**config.mk**
```make
export PLATFORM = sky130hd
export DESIGN_NAME = select_toggle_ctrl
export DESIGN_NICKNAME = d
export VERILOG_FILES = /design/src/rtl/select_toggle_ctrl_pkg.sv /design/src/rtl/btn_debounce.sv /design/src/rtl/select_toggle_ctrl.sv
export SDC_FILE = /design/constraint.sdc
export NUM_CORES = 1
export LEC_CHECK = 0
export ABC_AREA = 1
export CORE_MARGIN = 2
export CORE_UTILIZATION = 45
export CTS_CLUSTER_SIZE = 16
export DETAILED_ROUTE_END_ITERATION = 16
export GPL_TIMING_DRIVEN = 0
export HOLD_SLACK_MARGIN = 0.02
export PLACE_DENSITY = 0.66
export SYNTH_ARGS = -nofsm -noshare
export SYNTH_HDL_FRONTEND = slang
export SYNTH_SLANG_ARGS = --single-unit
```
**constraint.sdc**
```tcl
create_clock -name clk -period 3.4 [get_ports clk]
set_clock_uncertainty 0.1 [all_clocks]
set_input_delay 0.68 -clock clk [delete_from_list [all_inputs] [get_ports clk]]
set_output_delay 0.68 -clock clk [all_outputs]
set_load 0.02 [all_outputs]
```
**src/rtl/select_toggle_ctrl_pkg.sv**
```systemverilog
// Shared definitions for the mux-select control stage: debounce FSM encodings
// and counter-width helper, used by the RTL and the bench monitors.
package select_toggle_ctrl_pkg;

  typedef logic [1:0] db_state_t;

  localparam db_state_t IDLE_LOW  = 2'd0;
  localparam db_state_t WAIT_HIGH = 2'd1;
  localparam db_state_t IDLE_HIGH = 2'd2;
  localparam db_state_t WAIT_LOW  = 2'd3;

  // Bits needed to hold values 0..n-1, never less than one bit.
  function automatic int unsigned cnt_bits(input int unsigned n);
    return (n < 2) ? 1 : $clog2(n);
  endfunction

endpackage

```
**src/rtl/btn_debounce.sv**
```systemverilog
// Push-button synchronizer and debouncer: emits a registered debounced level
// and a same-edge press strobe when a rising level is accepted.
module btn_debounce
  import select_toggle_ctrl_pkg::*;
#(
  parameter int unsigned DEBOUNCE_CYCLES = 4
) (
  input  logic clk,
  input  logic reset,
  input  logic btn,
  output logic btn_db,
  output logic press
);

  localparam int unsigned CW = cnt_bits(DEBOUNCE_CYCLES + 1);
  localparam logic [CW-1:0] CNT_LAST = CW'(DEBOUNCE_CYCLES - 1);
  localparam logic [CW-1:0] CNT_ONE  = CW'(1);

  logic [1:0]    sync;
  logic          btn_s;
  db_state_t     state;
  db_state_t     state_nxt;
  logic [CW-1:0] cnt;
  logic [CW-1:0] cnt_nxt;
  logic          db_nxt;

  assign btn_s = sync[1];

  always_ff @(posedge clk or posedge reset) begin
    if (reset) begin
      sync <= '0;
    end else begin
      sync <= {sync[0], btn};
    end
  end

  // press is taken from the next-state decision so the top toggles s on the
  // same edge that btn_db rises.
  always_comb begin
    state_nxt = state;
    cnt_nxt   = cnt;
    db_nxt    = btn_db;
    press     = 1'b0;
    case (state)
      IDLE_LOW: begin
        if (btn_s) begin
          state_nxt = WAIT_HIGH;
          cnt_nxt   = CNT_ONE;
        end
      end
      WAIT_HIGH: begin
        if (!btn_s) begin
          state_nxt = IDLE_LOW;
          cnt_nxt   = '0;
        end else if (cnt == CNT_LAST) begin
          state_nxt = IDLE_HIGH;
          cnt_nxt   = '0;
          db_nxt    = 1'b1;
          press     = 1'b1;
        end else begin
          cnt_nxt = cnt + 1'b1;
        end
      end
      IDLE_HIGH: begin
        if (!btn_s) begin
          state_nxt = WAIT_LOW;
          cnt_nxt   = CNT_ONE;
        end
      end
      WAIT_LOW: begin
        if (btn_s) begin
          state_nxt = IDLE_HIGH;
          cnt_nxt   = '0;
        end else if (cnt == CNT_LAST) begin
          state_nxt = IDLE_LOW;
          cnt_nxt   = '0;
          db_nxt    = 1'b0;
        end else begin
          cnt_nxt = cnt + 1'b1;
        end
      end
      default: begin
        state_nxt = IDLE_LOW;
        cnt_nxt   = '0;
      end
    endcase
  end

  always_ff @(posedge clk or posedge reset) begin
    if (reset) begin
      state  <= IDLE_LOW;
      cnt    <= '0;
      btn_db <= 1'b0;
    end else begin
      state  <= state_nxt;
      cnt    <= cnt_nxt;
      btn_db <= db_nxt;
    end
  end

endmodule

```
**src/rtl/select_toggle_ctrl.sv**
```systemverilog
// Mux select generator: toggles s on each accepted button press and, in auto
// mode, every AUTO_PERIOD cycles.
module select_toggle_ctrl
  import select_toggle_ctrl_pkg::*;
#(
  parameter int unsigned DEBOUNCE_CYCLES = 4,
  parameter int unsigned AUTO_PERIOD     = 8
) (
  input  logic clk,
  input  logic reset,
  input  logic btn,
  input  logic auto_en,
  output logic s,
  output logic s_changed,
  output logic btn_db
);

  localparam int unsigned AW = cnt_bits(AUTO_PERIOD);
  localparam logic [AW-1:0] ACNT_LAST = AW'(AUTO_PERIOD - 1);

  logic [1:0]    auto_sync;
  logic          auto_s;
  logic [AW-1:0] acnt;
  logic          press;
  logic          tick;
  logic          toggle;

  btn_debounce #(
    .DEBOUNCE_CYCLES(DEBOUNCE_CYCLES)
  ) u_db (
    .clk   (clk),
    .reset (reset),
    .btn   (btn),
    .btn_db(btn_db),
    .press (press)
  );

  assign auto_s = auto_sync[1];
  assign tick   = auto_s && (acnt == ACNT_LAST);
  assign toggle = press | tick;

  always_ff @(posedge clk or posedge reset) begin
    if (reset) begin
      auto_sync <= '0;
    end else begin
      auto_sync <= {auto_sync[0], auto_en};
    end
  end

  // A press restarts the auto period; a press coinciding with a tick is a
  // single toggle.
  always_ff @(posedge clk or posedge reset) begin
    if (reset) begin
      acnt <= '0;
    end else if (!auto_s || toggle) begin
      acnt <= '0;
    end else begin
      acnt <= acnt + 1'b1;
    end
  end

  always_ff @(posedge clk or posedge reset) begin
    if (reset) begin
      s         <= 1'b0;
      s_changed <= 1'b0;
    end else begin
      s         <= s ^ toggle;
      s_changed <= toggle;
    end
  end

endmodule

```
==> results.toml <==
[worst_setup_path]
crit_fanout = 3
startpoint_type = "register"
r2r-start = "acnt[0]$_DFF_PP0_"
reg2reg_slack_ps = 2140
path_buf_inv = 1
end_kind = "output port"
required_ps = 2620
r2r_cells = 6
slowest_stage = "clkdlybuf4s50_1"
path_cells = "clkdlybuf4s50_1"
cp_slowest_stage_delay_ps = 610
crit_type = "reg -> out"
worstPathArrival_ps = 1260
crit_family = "buffers and inverters"
r2r_end = "s$_DFF_PP0_"

[clocking]
clkTransAtPathRegs_ps = 80
ctsHtreeMaxLevel = 1
cts_sinks = 15
cts_resized = 0
cts_made_buffers = 3
cts_root_buf = "clkbuf_4"
clk_path_buf_depth = 2
cts_hold_buffers = 0
cts_setup_buffers = 0
cts_tree = "yes"
insertion_delay_ps = 270

[floorplan]
die_h_microns = 40.9
die-width_microns = 40.9
start_util_pct = 47.7
coreArea_sq_um = 1280
die_area_sq_um = 1670
rows = 13
boundaryPins = 7

[finish]
fin_nets = 79
drive_above_1_share_pct = 11.3
antenna_cells = 0
area.sequential_sq_um = 375
final_common_cell = "dfrtp_1"
area_growth_pct = 17.1
multi_input_area_sq_um = 196
fillCellCount = 114
most-common-layout-cells = "dfrtp_1, inv_1, nand2_1"

[worst_hold_path]
hold_depth = 0
hp-class = "reg -> reg"
min_to = "auto_sync[1]$_DFF_PP0_"
min_from = "auto_sync[0]$_DFF_PP0_"

[routing]
via_per_inst = 4.55
vias = 391
drtAntennaViolNets = 0
wirelength_microns = 798
drt-pass1-iter-count = 2
wl_per_cell_microns = 9.28
drc_errors = 0
first_iter_violations = 7

[power_and_ir_drop]
peakVddDrop_mv = 0.382
powerDensity_nw_per_um2 = 663
leakagePower_nw = 0.373

[job]
max_cap_violations = 0

[sta]
fin_hold_ws_ps = 255
setup_tns_ps = 0
worst_pin_slew_ps = 550
relSlewSlack_pct = 63.3
fmax_ghz = 0.491
hold_viol_final = 0
rsz0062_at_grt = "false"
slew_viol_final = 0
period_needed_ps = 2040
setup_viol_count_final = 0
post-route-period-util_pct = 59.9

[yosys]
yosys-top-cells-area = "dfrtp_1, inv_1, nand2_1, ha_1, nand3_2"
ys_warn_count = 0
synth_nets = 68
synthCells = 61
ys_types = 13
yosysTopAreaCell = "dfrtp_1"
syn_area_sq_um = 613
syn_area_per_cell_sq_um = 10.1
ys_ff_latch = 15
synthDominantCellAreaShare_pct = 61.2
synth.yosys.seq_area_share_pct = 61.2

[grt]
grt_usage_pct = 13.2
antenna_found_initial = 0
grt_first_pass_wirelength_microns = 1410
grt_max_degree = 16
grt_pass1_vias = 345
grt-ovfl-total = 0

[placed_design]
dp_hpwl_microns = 611
port-buffer-count = 6
place_congestion = 0.686

[outcome]
status = "complete, no violations"
Yosys cell counts:
cell type  instances
dfrtp_1           15
inv_1             11
nand2_1           11
nor2_1             7
nand3_1            4
ha_1               3
nand3_2            3
o21ai_0            2
a21oi_1            1
nand2_2            1
nand4_1            1
nor3_1             1
o21ai_2            1
worst max path at each step:
stage,slack (ps),from,to,cells after the start
5_1_grt,1310,s$_DFF_PP0_,s,1
3_3_place_gp,1670,s$_DFF_PP0_,s,1
4_1_cts,1340,s$_DFF_PP0_,s,1
3_5_place_dp,1650,s$_DFF_PP0_,s,1
6_report,1360,s$_DFF_PP0_,s,1
2_1_floorplan,2180,s$_DFF_PP0_,s,0
flip-flops by register name, indices dropped and copies added, names as in the netlist, named ones only:
name	cells
u_db.btn_db	1
u_db.cnt	3
auto_sync	2
acnt	3
u_db.state	1
s	1
s_changed	1
u_db.sync	2
layer usage:
layer	global-route usage, %	wire length, microns
met5	0	0
met2	18.0	341
met4	5.00	0
met1	18.8	420
met3	4.89	36
kinds of logic after synthesis:
group / after synthesis / synth area share, %
AO/OA/AOI/OAI: 4 / 3.88
adder cells (fa/ha/maj): 3 / 6.12
buffers and inverters: 11 / 6.73
flip-flops: 15 / 61.2
AND/OR/NAND/NOR: 28 / 22.0
per-stage QoR:
stage | utilization (%) | setup slack, ps | instances | total power (W) | cell area [sq um]
global placement | 53.8 | 1670 | 82 | 0.000382 | 692
finish | 55.9 | 1360 | 86 | 0.000476 | 718
detailed placement | 53.8 | 1650 | 82 | 0.000387 | 692
CTS | 55.9 | 1340 | 86 | 0.000483 | 718
global route | 55.9 | 1310 | 86 | 0.000523 | 718
floorplan | - | 2180 | 61 | 0.000340 | 613
power breakdown:
group / switching [W] / internal, W / leakage [nW]
clock: 0.0000509 / 0.0000454 / 0.0150
sequential: 0.0000308 / 0.000218 / 0.187
combinational: 0.0000751 / 0.0000564 / 0.171
total: 0.000157 / 0.000320 / 0.373
cell type report:
type / count / share of cell area (%)
sequential: 15 / 52.3
multi-input combinational: 35 / 27.4
timing repair buffer: 6 / 8.36
inverter: 11 / 5.75
clock buffer: 4 / 3.66
tap: 15 / 2.61
Power figures use the tool's default switching activity.
